<file path="config.mk">
export PLATFORM = sky130hd
export DESIGN_NAME = local_inject_ni
export DESIGN_NICKNAME = d
export VERILOG_FILES = /design/src/rtl/local_inject_ni_pkg.sv /design/src/rtl/local_inject_ni_flit_fifo.sv /design/src/rtl/local_inject_ni.sv
export SDC_FILE = /design/constraint.sdc
export NUM_CORES = 1
export LEC_CHECK = 0
export BUFFER_PORTS_ARGS = -buffer_cell sky130_fd_sc_hd__buf_2
export CORE_MARGIN = 2
export CORE_UTILIZATION = 45
export DETAILED_ROUTE_END_ITERATION = 7
export GPL_TIMING_DRIVEN = 0
export PLACE_DENSITY = 0.66
export SLEW_MARGIN = 20
export SYNTH_ARGS = -nofsm -noshare
export SYNTH_HDL_FRONTEND = slang
export SYNTH_HIERARCHICAL = 1
export SYNTH_SLANG_ARGS = --single-unit
</file>
<file path="constraint.sdc">
create_clock -name clk -period 4.95 [get_ports clk]
set_input_delay 1.2375 -clock clk [delete_from_list [all_inputs] [get_ports clk]]
set_output_delay 1.2375 -clock clk [all_outputs]
set_load 0.01 [all_outputs]
</file>
<file path="src/rtl/local_inject_ni_pkg.sv">
// Shared constants and helpers for the local injection network interface.
// Flit geometry matches the router port and its embedded Time field.
package local_inject_ni_pkg;

    localparam int WIDTH_PORT   = 32;
    localparam int POS_TIME_LSB = 8;
    localparam int WIDTH_TIME   = 8;

    localparam int NUM_LINKS    = 4;

    // Number of router input links carrying a flit this cycle.
    function automatic logic [2:0] busy_count(input logic [NUM_LINKS-1:0] v);
        return 3'(v[0]) + 3'(v[1]) + 3'(v[2]) + 3'(v[3]);
    endfunction

endpackage

</file>
<file path="src/rtl/local_inject_ni_flit_fifo.sv">
// Register-based synchronous flit FIFO with async active-low reset.
// The head entry is presented continuously on dout; the fill level is exported.
module flit_fifo #(
    parameter int W     = 32,
    parameter int DEPTH = 8
) (
    input  logic                     clk,
    input  logic                     reset,
    input  logic                     push,
    input  logic [W-1:0]             din,
    input  logic                     pop,
    output logic [W-1:0]             dout,
    output logic                     full,
    output logic                     empty,
    output logic [$clog2(DEPTH):0]   count
);

    localparam int AW = $clog2(DEPTH);
    localparam int CW = AW + 1;

    logic [W-1:0]  mem_q [DEPTH];
    logic [AW-1:0] wr_ptr_q, wr_ptr_d;
    logic [AW-1:0] rd_ptr_q, rd_ptr_d;
    logic [CW-1:0] count_q, count_d;
    logic          do_push;
    logic          do_pop;

    assign full    = (count_q == CW'(DEPTH));
    assign empty   = (count_q == '0);
    assign count   = count_q;
    assign dout    = mem_q[rd_ptr_q];
    assign do_push = push && !full;
    assign do_pop  = pop && !empty;

    always_comb begin
        wr_ptr_d = wr_ptr_q;
        rd_ptr_d = rd_ptr_q;
        count_d  = count_q;
        if (do_push) wr_ptr_d = wr_ptr_q + AW'(1);
        if (do_pop)  rd_ptr_d = rd_ptr_q + AW'(1);
        case ({do_push, do_pop})
            2'b10:   count_d = count_q + CW'(1);
            2'b01:   count_d = count_q - CW'(1);
            default: count_d = count_q;
        endcase
    end

    always_ff @(posedge clk or negedge reset) begin
        if (!reset) begin
            wr_ptr_q <= '0;
            rd_ptr_q <= '0;
            count_q  <= '0;
        end else begin
            wr_ptr_q <= wr_ptr_d;
            rd_ptr_q <= rd_ptr_d;
            count_q  <= count_d;
        end
    end

    // Storage needs no reset: entries are only visible while count_q covers them.
    always_ff @(posedge clk) begin
        if (do_push) mem_q[wr_ptr_q] <= din;
    end

endmodule

</file>
<file path="src/rtl/local_inject_ni.sv">
// Injection NI in front of the router's local input: queues core flits, injects one
// per cycle into a free router slot with the current timestamp, and flags starvation.
module local_inject_ni
    import local_inject_ni_pkg::*;
#(
    parameter int FLIT_W       = WIDTH_PORT,
    parameter int DEPTH        = 8,
    parameter int TIME_LSB     = POS_TIME_LSB,
    parameter int TIME_W       = WIDTH_TIME,
    parameter int STARVE_LIMIT = 16
) (
    input  logic                      clk,
    input  logic                      reset,
    input  logic                      core_valid,
    output logic                      core_ready,
    input  logic [FLIT_W-1:0]         core_flit,
    input  logic                      inj_en,
    input  logic [FLIT_W-1:0]         linkW,
    input  logic [FLIT_W-1:0]         linkE,
    input  logic [FLIT_W-1:0]         linkS,
    input  logic [FLIT_W-1:0]         linkN,
    output logic [FLIT_W-1:0]         doutLocal,
    output logic                      starve,
    output logic [$clog2(DEPTH):0]    occupancy,
    output logic                      err_zero
);

    localparam int BW = $clog2(STARVE_LIMIT + 1);
    localparam logic [BW-1:0] BLK_MAX = BW'(STARVE_LIMIT);

    logic                 ready_q;
    logic [TIME_W-1:0]    ts_q;
    logic [BW-1:0]        blk_q, blk_d;
    logic                 starve_q;
    logic                 err_zero_q, err_zero_d;

    logic                 fifo_full;
    logic                 fifo_empty;
    logic [FLIT_W-1:0]    head;
    logic                 accept;
    logic                 push;
    logic                 fire;
    logic                 slot_ok;
    logic [FLIT_W-1:0]    links [NUM_LINKS];
    logic [NUM_LINKS-1:0] link_v;
    logic [FLIT_W-1:0]    stamped;

    assign links[0] = linkW;
    assign links[1] = linkE;
    assign links[2] = linkS;
    assign links[3] = linkN;

    for (genvar gi = 0; gi < NUM_LINKS; gi++) begin : g_link_v
        assign link_v[gi] = |links[gi];
    end

    // The router has five inputs and four outputs, so one slot is free unless all links carry flits.
    assign slot_ok = (busy_count(link_v) < 3'd4);

    // ready_q keeps the FIFO closed while reset is held and opens it on the first edge after release.
    assign core_ready = ready_q && !fifo_full;
    assign accept     = core_valid && core_ready;
    assign push       = accept && (|core_flit);
    assign fire       = !fifo_empty && inj_en && slot_ok;

    flit_fifo #(
        .W     (FLIT_W),
        .DEPTH (DEPTH)
    ) u_fifo (
        .clk   (clk),
        .reset (reset),
        .push  (push),
        .din   (core_flit),
        .pop   (fire),
        .dout  (head),
        .full  (fifo_full),
        .empty (fifo_empty),
        .count (occupancy)
    );

    always_comb begin
        stamped                       = head;
        stamped[TIME_LSB +: TIME_W]   = ts_q;
        doutLocal                     = fire ? stamped : '0;
    end

    always_comb begin
        blk_d = blk_q;
        if (fifo_empty || fire) begin
            blk_d = '0;
        end else if (inj_en && !slot_ok && (blk_q != BLK_MAX)) begin
            blk_d = blk_q + BW'(1);
        end
    end

    assign err_zero_d = err_zero_q || (accept && !(|core_flit));

    always_ff @(posedge clk or negedge reset) begin
        if (!reset) begin
            ready_q    <= 1'b0;
            ts_q       <= '0;
            blk_q      <= '0;
            starve_q   <= 1'b0;
            err_zero_q <= 1'b0;
        end else begin
            ready_q    <= 1'b1;
            ts_q       <= ts_q + TIME_W'(1);
            blk_q      <= blk_d;
            starve_q   <= (blk_d == BLK_MAX);
            err_zero_q <= err_zero_d;
        end
    end

    assign starve   = starve_q;
    assign err_zero = err_zero_q;

endmodule

</file>
Yosys cells after proc, flatten, opt, wreduce, memory -nomap -nowiden:

Memories as Yosys holds them, arrays and structs flattened.
Index checks and enable logic that the tools add are counted.

* register bits: 26
* bits in writable memories: 256
* memories kept: 1

* add/subtract/negate cells: 9
* order comparisons: 1
* equality and inequality tests: 5
* mux-type cells: 6
* reduce and logical (&&, ||, !) cells: 23

Memories
* u_fifo.mem_q: words 8, width 32, read ports 1, clocked after memory_dff 0, wr ports 1, RTL line local_inject_ni_flit_fifo.sv:21 `logic [W-1:0] mem_q [DEPTH];`

Operator list (count)
* 32-bit OR reduction: 5
* 32-bit two-way mux: 1
* 1-bit logical AND: 10
* 5-bit two-way mux: 2
* 8-bit by 1-bit adder with 8-bit output, second input constant: 1
* 4-bit case mux with 2 select lines: 1
* 3-bit by 1-bit adder with 3-bit output, second input constant: 2
* 5-bit by 1-bit adder with 5-bit output, second input constant: 1
* 5-bit == test, second input constant: 1
* 5-bit inequality test, second input constant: 1
* 4-bit by 1-bit adder with 4-bit output, second input constant: 1
* 4-bit == test, second input constant: 1
* 1-bit zero test: 4
* 4-bit zero test: 1
* 4-bit by 1-bit subtractor with 4-bit output, second input constant: 1
* 2-bit by 1-bit adder with 3-bit output: 1
* 3-bit by 1-bit adder with 3-bit output: 1
* 3-bit less-than comparator, second input constant: 1
* 1-bit by 1-bit adder with 2-bit output: 1
* 2-bit by 1-bit == test with 1-bit output, second input constant: 1
* 2-bit == test, second input constant: 1
* 1-bit logical OR: 2
* 1-bit two-way mux: 2
* 2-bit nonzero test: 1

Longest topological paths before layout:

Gate-level depths: netlist of the first run.

* depth after elaboration: 11
* depth in mapped cells: 15

Modules after synthesis:

Netlist of the first run, hierarchy kept.

By module, submodules not included
* flit_fifo: times used 1, cells an instance 437, area each 10296.1 um^2, sequential area each 7937.6 um^2
* local_inject_ni: times used 1, cells an instance 171, area each 1426.4 um^2, sequential area each 400.4 um^2

Worst setup path after synthesis of the first run:

OpenSTA, ideal clock, no wires.

* path kind: input port to flip-flop
* start: in core_flit[28]
* end: mem u_fifo.mem_q[1][0] (enable)
* setup time: 0.461 ns
* arrival: 4.001 ns
* required time: 4.489 ns
* path slack: 0.488 ns
* stages: 6
* buffers on the path: 0
* cell sequence: nor4_1 nand4_1 nor2_1 nor2_1 nand3_1 nor3_1

* word-level cells in the longest chain between the ends: 5

Ends and longest elaborated chain
* start: declaration: RTL line local_inject_ni.sv:16 `input logic [FLIT_W-1:0] core_flit,`
* 32-bit OR reduction: RTL line local_inject_ni.sv:63 `assign push = accept && (|core_flit);`
* 1-bit logical AND: RTL line local_inject_ni.sv:63
* named net push: RTL line local_inject_ni.sv:41 `logic push;`
* 1-bit logical AND: RTL line local_inject_ni_flit_fifo.sv:32 `assign do_push = push && !full;`
* 1-bit two-way mux: RTL line local_inject_ni_flit_fifo.sv:62 `if (do_push) mem_q[wr_ptr_q] <= din;`
* 1-bit two-way mux (implied by the code): RTL line local_inject_ni_flit_fifo.sv:62
* end: declaration: RTL line local_inject_ni_flit_fifo.sv:21

The timed path passes the listed nets, and every way through them passes these cells.

Worst setup path after layout of the first run:

* start: in linkE[16]
* end: out doutLocal[24]

* word-level cells in the longest chain between the ends: 7

Ends and longest elaborated chain
* start: declaration: RTL line local_inject_ni.sv:19 `input logic [FLIT_W-1:0] linkE,`
* 32-bit OR reduction: RTL line local_inject_ni.sv:54 `assign link_v[gi] = |links[gi];`
* 1-bit by 1-bit adder with 2-bit output: RTL line local_inject_ni_pkg.sv:13 `return 3'(v[0]) + 3'(v[1]) + 3'(v[2]) + 3'(v[3]);`
* 2-bit by 1-bit adder with 3-bit output: RTL line local_inject_ni_pkg.sv:13
* 3-bit by 1-bit adder with 3-bit output: RTL line local_inject_ni_pkg.sv:13
* 3-bit less-than comparator: RTL line local_inject_ni.sv:58 `assign slot_ok = (busy_count(link_v) < 3'd4);`
* 1-bit logical AND: RTL line local_inject_ni.sv:64 `assign fire = !fifo_empty && inj_en && slot_ok;`
* named net fire: RTL line local_inject_ni.sv:42 `logic fire;`
* 32-bit two-way mux: RTL line local_inject_ni.sv:84 `doutLocal = fire ? stamped : '0;`
* end: declaration: RTL line local_inject_ni.sv:22 `output logic [FLIT_W-1:0] doutLocal,`

The timed path passes the listed nets, and every way through them passes these cells.

==> impl_metrics.ini, run 1 <==
[finish]
syn_to_final_growth_pct = 24.7
nFillCells = 1585
num-nets-final = 933
final_layout_size_suffix_gt1_share_pct = 45.3

[global_routing]
groute.layer.met1.usage_pct = 25.9
grt_pass1_vias = 6183
grt.met2_usage_pct = 36.9
gr-usage-all-layers_pct = 20.5
grt_start_max_net_pins = 27
global_route.peak_usage_layer = met2
grt_overflow = 0
use_met3_pct = 3.59
global_route_wire_length_before_repair_um = 34100
grt_antenna_before_repair = 3

[synth]
post_synth_inst_count = 520
synth.cell_area_um2 = 9340
synth_warnings = 6
synth_fp_nets = 694
syn_avg_cell_area_um2 = 18.0

[power_and_ir_drop]
power.static_leakage_nw = 4.26
power.density_nw_per_um2 = 376
vdd_drop_max_mv = 0.311

[timing]
fin_ws_ns = 0.153
rsz0062_at_grt = false
hold_viol = 0
worstMarginPinSlew_ns = 0.820
final.min_clock_period_ns = 4.80
totalNegativeSetupSlack_ns = 0
fin_worst_skew_ns = 0.0102
slew_headroom_pct = 45.0
clock.fmax_mhz = 208
fin_crit_sh_pct = 96.9
finalSetupViolCount = 0
slew_viol_final = 0

[placement]
detailed_place_hpwl_um = 15500
gp_congestion = 0.759
numPortBuffers = 202
pre_cts_slack_ns = -0.199

[critical_path]
start_kind = input port
crit-reg2reg-launch = u_fifo/count[0]
crit_path_max_incr_delay_ns = 0.44
worstSetupPathType = input port to output pin
crit_family = simple AND/OR/NAND/NOR gates
worstPathBufferInverterCount = 3
worst_ep_required_time_ns = 3.71
cp_cell_sequence = buf_2 > nor4_1 > nand4_1 > nor2_2 > fa_1 > nor2_1 > o21ai_2 > nor3b_4 > buf_6 > and2_2 > buf_2
crit_path_dat_ns = 3.56
crit_path_end_kind = output pin
critPathMostFrequentCell = buf_2
count_of_cell_instances_traversed_by_the_critical_path = 11
critical-path-slowest-cell = fa_1
r2r.worst_path.cells = 11
critical_path.reg2reg.endpoint = u_fifo/count[3]
ff2ff_setup_slack_ns = 1.62
crit_fanout = 10

[die]
ioPinCount = 203
design.core.area_um2 = 20300
floorplan.rows = 52
die_w_um = 148
initial_core_util_pct = 46.0
die_boundary_height_um = 148
floorplan.die_area_um2 = 21900

[hold_path]
hold_path.startpoint = err_zero
worst_hold_path_endpoint = err_zero
hold_class = register to register
worstHoldPathCells = 1

[detailed_routing]
vias = 5781
finalWirelength_um = 22400
ant_nets = 0
first_iter_violations = 500
wl_per_cell_um = 21.4
remaining_drc_errors = 0
drt_first_pass_iters = 4
vias_per_instance = 5.53

[cts]
cts_htree_levels = 1
insertion_delay_ns = 0.50
clock-root-buffer = clkbuf_16
numCtsBuffers = 23
cts-root-to-sink-buffers = 3
cts.sink_count = 218
tritoncts = built
clk_pin_slew_worst_paths_ns = 0.06

[run]
maxCapViolations = 0

[outcome]
run_status = finished, final reports clean
## sequential cells by signal, indices dropped and copies added (netlist names)
register,cells
err_zero,1
u_fifo/rd_ptr_q,3
ts_q,8
blk_q,5
u_fifo/count,4
u_fifo/mem_q,192
u_fifo/wr_ptr_q,3
ready_q,1
starve,1
## worst max path at each step
stage / start / end / slack, ns
6_report: linkE[16] / doutLocal[24] / 0.15
3_5_place_dp: linkE[28] / u_fifo/count[3] / -0.20
3_3_place_gp: core_flit[1] / u_fifo/mem_q[1][17] / -1.09
5_1_grt: linkE[17] / doutLocal[24] / 0.01
2_1_floorplan: linkE[24] / u_fifo/count[3] / 0.61
4_1_cts: linkE[28] / doutLocal[24] / 0.03
## where the power goes
| part | switching (W) | total [W] | internal, W |
|---|---|---|---|
| clock network | 0.000649 | 0.00152 | 0.000867 |
| logic | 0.000330 | 0.000588 | 0.000258 |
| registers | 0.000101 | 0.00228 | 0.00218 |
| total | 0.00108 | 0.00438 | 0.00330 |
## cell type report
class                           count  area [µm²]  area share, %
Sequential cell                   218        6420           55.1
Timing Repair Buffer              214        1240           10.7
Tap cell                          270         338           2.90
Clock buffer                       32         619           5.32
Antenna cell                        2        5.00         0.0430
Inverter                           10        37.5          0.322
Multi-Input combinational cell    269        2790           23.9
Clock inverter                      8        36.3          0.312
Buffer                             23         163           1.40
## metal layers
metal / routed length, µm / up-vias
li1: - / 2594
met1: 8930 / 2918
met2: 11600 / 233
met3: 1510 / 34
met4: 399 / 2
met5: 7 / -
## placed cells by master, fill, tap and decap left out, drive strengths merged, types with 3 or more instances in the layout
| cell type | count |
|---|---|
| buf | 229 |
| edfxtp | 192 |
| mux4 | 48 |
| nor4 | 41 |
| clkbuf | 40 |
| and2 | 32 |
| dfrtp | 26 |
| mux2 | 26 |
| nor2 | 20 |
| nand2 | 12 |
| nand4 | 11 |
| xnor2 | 11 |
| inv | 11 |
| nand3 | 9 |
| ha | 8 |
| clkinv | 7 |
| nand2b | 6 |
| a21oi | 4 |
| nor3b | 4 |
| xor2 | 3 |
| o21ai | 3 |
| nor3 | 3 |
## worst reg2reg max path, cell delays in order (launching register included)
cell      delay [ns]
dfrtp_1         0.50
nor4_1          0.10
clkbuf_2        0.20
nor3b_4         0.45
buf_6           0.23
o41ai_2         0.13
inv_2           0.10
ha_1            0.31
ha_1            0.35
or4b_1          0.53
o311ai_0        0.16
o211ai_1        0.14
## what timing repair did
item / CTS / global route
endpoints found under the hold margin: 0 / 0
hold buffers: 0 / 0
setup endpoints to repair: 0 / 29
setup buffers: 0 / 0
resized for setup: 0 / 3
## metrics by stage
stage	power (W)	utilization (%)	hold WS, ns	cells	cell area, µm²
2_1_floorplan	0.00259	-	0.438	520	9340
3_3_place_gp	0.00279	52.7	0.449	992	10700
3_5_place_dp	0.00291	54.1	0.452	1004	11000
4_1_cts	0.00443	57.3	0.465	1044	11600
5_1_grt	0.00457	57.4	0.484	1046	11600
6_report	0.00438	57.4	0.458	1046	11600
Power figures use the tool's default switching activity.
==> run 2, diff against run 1 <==
--- a/config.mk
+++ b/config.mk
@@ -5,6 +5,7 @@
 export SDC_FILE = /design/constraint.sdc
 export NUM_CORES = 1
 export LEC_CHECK = 0
+export ABC_AREA = 1
 export BUFFER_PORTS_ARGS = -buffer_cell sky130_fd_sc_hd__buf_2
 export CORE_MARGIN = 2
 export CORE_UTILIZATION = 45
==> run 2 against run 1 <==
Area after synthesis increased by 14%; largest power group unchanged; final area increased by 12%; worst setup slack improved by 0.0034 ns; highest routed layer is now met4; register-to-register slack improved by 0.53 ns; global-route usage increased by 0.99 points; final cell count increased by 70%; largest cell class unchanged; utilization decreased by 1.2 points; via count increased by 47%.
==> impl_metrics.ini, run 2 <==
[finish]
top_registers = u_fifo/mem_q: 192 flops, ts_q: 8 flops, blk_q: 5 flops
area_of_the_multi_input_gates_um2 = 3290
sequential_cell_area_um2 = 6420
largest-register = u_fifo/mem_q
n_antenna_cell = 0
final_cell_mix = 367 x nand2_1, 256 x nor2_1, 223 x buf_2
num-nets-final = 1617
nFillCells = 2081
syn_to_final_growth_pct = 23.2
layout.cells.most_common = nand2_1
largest_register_ffs = 192
final_layout_size_suffix_gt1_share_pct = 22.8
finish.cell_count_without_fillers = 1779

[timing]
hold_viol = 0
fin_worst_skew_ns = 0.00888
fin_crit_sh_pct = 96.8
rsz0062_at_grt = false
slew_viol_final = 0
clock.fmax_mhz = 209
final.min_clock_period_ns = 4.79
worstMarginPinSlew_ns = 0.658
finalSetupViolCount = 0
slew_headroom_pct = 55.9
fin_ws_ns = 0.156

[critical_path]
critical-path-slowest-cell = fa_1
crit_path_max_incr_delay_ns = 0.42
crit_family = simple AND/OR/NAND/NOR gates
crit_path_end_kind = output pin
worst_ep_required_time_ns = 3.71
start_kind = input port
crit_fanout = 10
crit_path_dat_ns = 3.56
cp_cell_sequence = buf_2 > nor4_1 > nand4_1 > nor2_2 > fa_1 > nor2_1 > inv_1 > nor2_4 > nor2_4 > nand2_4 > buf_6 > nor2_2 > buf_2
worstPathBufferInverterCount = 4
worstSetupPathType = input port to output pin

[cts]
cts_hold_buffers = 0
cts.sink_count = 218
numCtsBuffers = 24
clk_pin_slew_worst_paths_ns = 0.05
tritoncts = built
post_cts.repair.setup_buffers = 0
cts_htree_levels = 1
cts-root-to-sink-buffers = 3
insertion_delay_ns = 0.52
clock-root-buffer = clkbuf_16

[global_routing]
global_route_wire_length_before_repair_um = 40700
grt_start_max_net_pins = 27
gr-usage-all-layers_pct = 21.5
grt_antenna_before_repair = 1
grt_overflow = 0
grt_pass1_vias = 7997

[power_and_ir_drop]
power.density_nw_per_um2 = 344
power.static_leakage_nw = 6.10
vdd_drop_max_mv = 0.252

[detailed_routing]
remaining_drc_errors = 0
wl_per_cell_um = 15.4
drt_first_pass_iters = 5
finalWirelength_um = 27400
vias = 8472
ant_nets = 0
first_iter_violations = 595
vias_per_instance = 4.76

[die]
ioPinCount = 203
initial_core_util_pct = 45.6
die_boundary_height_um = 158
die_w_um = 158
floorplan.die_area_um2 = 24900
design.core.area_um2 = 23300
floorplan.rows = 56

[run]
maxCapViolations = 0

[placement]
placedCellCount = 1736
pre_cts_slack_ns = -0.102
numPortBuffers = 201
detailed_place_hpwl_um = 20200
gp_congestion = 0.790

[synth]
post_synth_inst_count = 1192
synth_warnings = 6
synth.cell_area_um2 = 10600
synth_fp_nets = 1366
syn_avg_cell_area_um2 = 8.92

[hold_path]
hold_class = register to register

[outcome]
run_status = finished, final reports clean
-- run 2: cell count changes in the layout (fill, tap and decap cells not counted), moves of 9 or more --
cell | before | now
buf_6 | 14 | 25
buf_2 | 205 | 223
and2_2 | 11 | 0
mux2_2 | 25 | 0
nor4_1 | 40 | 28
mux4_2 | 42 | 0
clkbuf_1 | 15 | 6
nor2_2 | 2 | 15
nor2_1 | 12 | 256
buf_4 | 0 | 17
inv_1 | 9 | 168
nand2_1 | 11 | 367
and2_1 | 21 | 3
-- run 2: worst paths after layout --
kind	start	end	slack (ns)	cells past startpoint
setup / recovery	linkN[25]	doutLocal[2]	0.16	13
hold / removal	ts_q[0]	ts_q[0]	0.46	1
setup reg to reg	u_fifo/count[1]	u_fifo/count[3]	2.15	16
hold reg to reg	ts_q[0]	ts_q[0]	0.46	1
max in group asynchronous	reset	ts_q[5]	3.82	1
min in group asynchronous	reset	u_fifo/count[1]	0.73	1
-- run 2: power by group --
group          internal, W  total [W]  switching (W)
sequential         0.00216    0.00223      0.0000716
combinational     0.000208   0.000562       0.000354
clock              0.00102    0.00171       0.000698
-- run 2: repair_timing --
action	CTS	global route
gates cloned	0	0
resized for setup	1	5
setup endpoints to repair	21	27
pin swaps	0	1
-- run 2: routing by layer --
layer	track usage, %	vias to the layer above	wire (µm)
met5	0	-	0
li1	-	4216	-
met2	38.4	300	13200
met4	7.40	0	834
met3	2.76	59	1970
met1	26.8	3897	11400
-- run 2: through the flow --
step	TNS (ns)	utilization, %	power [W]	instance area, µm²	hold WS, ns
floorplan	0	-	0.00257	10600	0.436
CTS	0	56.0	0.00454	13100	0.467
global route	0	56.1	0.00470	13100	0.476
finish	0	56.1	0.00451	13100	0.462
global placement	-164.76	51.6	0.00277	12000	0.448
detailed placement	-0.837	52.7	0.00283	12300	0.457
-- run 2: final cells by class --
cell class              instances  area share [%]
well taps                     319            3.05
repair buffers                225            9.37
clock buffers                  26            4.81
plain buffers                  54            2.76
clock inverters                17            1.04
flip-flops and latches        218            49.0
multi-input cells             751            25.1
inverters                     169            4.84
==> run 3, diff against run 2 <==
--- a/config.mk
+++ b/config.mk
@@ -8,12 +8,11 @@
 export ABC_AREA = 1
 export BUFFER_PORTS_ARGS = -buffer_cell sky130_fd_sc_hd__buf_2
 export CORE_MARGIN = 2
-export CORE_UTILIZATION = 45
+export CORE_UTILIZATION = 50
 export DETAILED_ROUTE_END_ITERATION = 7
 export GPL_TIMING_DRIVEN = 0
-export PLACE_DENSITY = 0.66
+export PLACE_DENSITY = 0.74
 export SLEW_MARGIN = 20
 export SYNTH_ARGS = -nofsm -noshare
 export SYNTH_HDL_FRONTEND = slang
-export SYNTH_HIERARCHICAL = 1
 export SYNTH_SLANG_ARGS = --single-unit
==> run 3 against run 2 <==
Final area down 9.2%; critical path depth down 1; power down 13%; clock skew down 0.0031 ns; largest cell class unchanged.
==> impl_metrics.ini, run 3 <==
[power_and_ir_drop]
vdd_drop_max_mv = 0.188
power.density_nw_per_um2 = 331
combinationalPowerShare_pct = 5.1
clock_power_share_pct = 43.2
power_switching_share_pct = 20.3
seq_power_share_pct = 51.8
internal_power_w = 0.00313
finalPower_w = 0.00393
power.static_leakage_nw = 4.58
switchingPower_w = 0.000799

[die]
floorplan.rows = 50
design.core.area_um2 = 18600
ioPinCount = 203
die_w_um = 142
die_boundary_height_um = 142
initial_core_util_pct = 50.7
floorplan.die_area_um2 = 20000

[timing]
clock.fmax_mhz = 208
hold_viol = 0
worstMarginPinSlew_ns = 0.679
slew_viol_final = 0
final.min_clock_period_ns = 4.81
rsz0062_at_grt = true
fin_worst_skew_ns = 0.00574
finalSetupViolCount = 0
fin_crit_sh_pct = 97.2
slew_headroom_pct = 54.7

[critical_path]
critical-path-slowest-cell = fa_1
ff2ff_setup_slack_ns = 2.23
crit_fanout = 10
crit_path_max_incr_delay_ns = 0.47
crit_path_dat_ns = 3.58
crit_path_end_kind = output pin
critical_path.reg2reg.endpoint = u_fifo.count[3]
start_kind = input port
cp_cell_sequence = buf_2 > nor4_4 > nand4_1 > or2_4 > fa_1 > nand2_2 > inv_1 > nand2_2 > nand3_4 > buf_4 > nor2_1 > buf_2
r2r.worst_path.cells = 16
crit-reg2reg-launch = u_fifo.count[1]
worst_ep_required_time_ns = 3.71
worstSetupPathType = input port to output pin

[placement]
gp_congestion = 0.889
detailed_place_hpwl_um = 17800
numPortBuffers = 202

[run]
maxCapViolations = 0

[finish]
top_registers = u_fifo.mem_q: 192 flops, ts_q: 8 flops, blk_q: 5 flops
largest_register_ffs = 192
layout.cells.most_common = buf_2
largest-register = u_fifo.mem_q
finalCoreUtilization_pct = 63.8
syn_to_final_growth_pct = 25.8
num-nets-final = 1230
final_cell_mix = 222 x buf_2, 213 x nand2_1, 192 x edfxtp_1
final_layout_size_suffix_gt1_share_pct = 28.2

[synth]
library_cell_with_the_highest_instance_count_after_synthesis = nand2_1
synthArstFlopShare_pct = 11.9
post_synth_inst_count = 822
post_synth_main_area_contributors = edfxtp_1 61%, nand2_1 8.5%, dfrtp_1 6.9%
dominant_combinational_cell_family_by_area_after_synthesis = simple AND/OR/NAND/NOR gates
synth.cell_area_um2 = 9460
yosys.cell_types.count = 36
synthDominantCellAreaShare_pct = 61.0
synth_enable_flop_cells = 192
syn_avg_cell_area_um2 = 11.5
synth_warnings = 0
ys_dominant_reg_cell = edfxtp_1
yosysSeqAreaShare_pct = 67.8
post_synthesis_sequential_element_count = 218
synth_top_cell_by_area = edfxtp_1
synth_fa_ha_area_share_pct = 1.27
synth.cells.most_frequent = 215 x nand2_1, 192 x edfxtp_1, 67 x nor2_1
synth_mux_area_share_pct = 0
synth_fp_nets = 995
synth-compound-area-share_pct = 9.45
post_synth_xor_area_fraction_pct = 1.39
synth-simple-area-share_pct = 16.1

[global_routing]
grt_pass1_vias = 7132
grt_start_max_net_pins = 27
gr-usage-all-layers_pct = 26.2
global_route_wire_length_before_repair_um = 39800
grt_antenna_before_repair = 1
grt_overflow = 0

[detailed_routing]
remaining_drc_errors = 0
ant_nets = 0
drt_first_pass_iters = 6
wl_per_cell_um = 20.0
first_iter_violations = 789
vias_per_instance = 5.71
finalWirelength_um = 26100
vias = 7452

[cts]
tritoncts = built
numCtsBuffers = 22
cts_htree_levels = 1
cts_hold_buffers = 0
clk_pin_slew_worst_paths_ns = 0.06
cts-root-to-sink-buffers = 3
clock-root-buffer = clkbuf_16
cts.sink_count = 218
insertion_delay_ns = 0.51

[hold_path]
hold_class = register to register
hold_path.startpoint = err_zero
worstHoldPathCells = 1
worst_hold_path_endpoint = err_zero

[outcome]
run_status = finished, final reports clean
-- run 3: power groups by stage --
stage / logic [W] / registers, W / clock network, W
finish: 0.000199 / 0.00203 / 0.00170
global route: 0.000223 / 0.00204 / 0.00178
CTS: 0.000192 / 0.00203 / 0.00171
detailed placement: 0.000191 / 0.00207 / 0
global placement: 0.000183 / 0.00207 / 0
floorplan: 0.0000796 / 0.00207 / 0
-- run 3: logic make-up after synthesis --
logic type                 after synthesis
DFF                                    218
AOI/OAI and AO/OA                      131
other                                    1
xor gates and xnor gates                15
buffers and inverters                   90
and+or+nand+nor                        358
adders and majority gates                9
-- run 3: layer usage --
layer  GRT usage, %  wire (µm)
met2           41.7      12300
met3           5.60       2270
met1           36.3      11000
met4           8.37        605
met5              0          0
-- run 3: worst max-delay path by stage --
stage / startpoint / end / slack, ns
after floorplan: linkN[25] / doutLocal[16] / 0.58
after global placement: linkN[25] / doutLocal[28] / -0.31
after detailed placement: linkN[25] / doutLocal[28] / -0.25
after CTS: linkE[17] / doutLocal[29] / 0.05
after global routing: linkE[25] / doutLocal[27] / -0.005
final: linkE[25] / doutLocal[21] / 0.14
-- run 3: critical path, delay by kind of cell --
family                   cells  cell delay, ns
AND/OR/NAND/NOR              7            1.27
buffers and inverters        4            0.59
adder cells (fa/ha/maj)      1            0.47
-- run 3: metrics by stage --
step,std cells,setup TNS [ns],hold WS (ns),area [µm²],setup WS [ns]
after detailed placement,1266,-3.08,0.456,11000,-0.255
after CTS,1306,0,0.474,11800,0.0469
final,1306,0,0.472,11900,0.137
after floorplan,822,0,0.451,9460,0.583
after global placement,1258,-4.16,0.449,10800,-0.305
after global routing,1306,-0.00737,0.479,11900,-0.00466
-- run 3: timing repair --
action / 4_1_cts / 5_1_grt
gates resized for setup: 7 / 15
pin swaps: 2 / 3
setup buffers: 2 / 0
setup endpoints to repair: 30 / 30
-- run 3: final cells by class --
class / count / area, µm²
multi-input combinational: 514 / 2850
sequential: 218 / 6420
clock inverter: 11 / 125
tap: 234 / 293
timing repair buffer: 212 / 1240
inverter: 50 / 188
clock buffer: 27 / 611
antenna: 1 / 2.50
buffer: 39 / 175
fill: 1413 / 6750
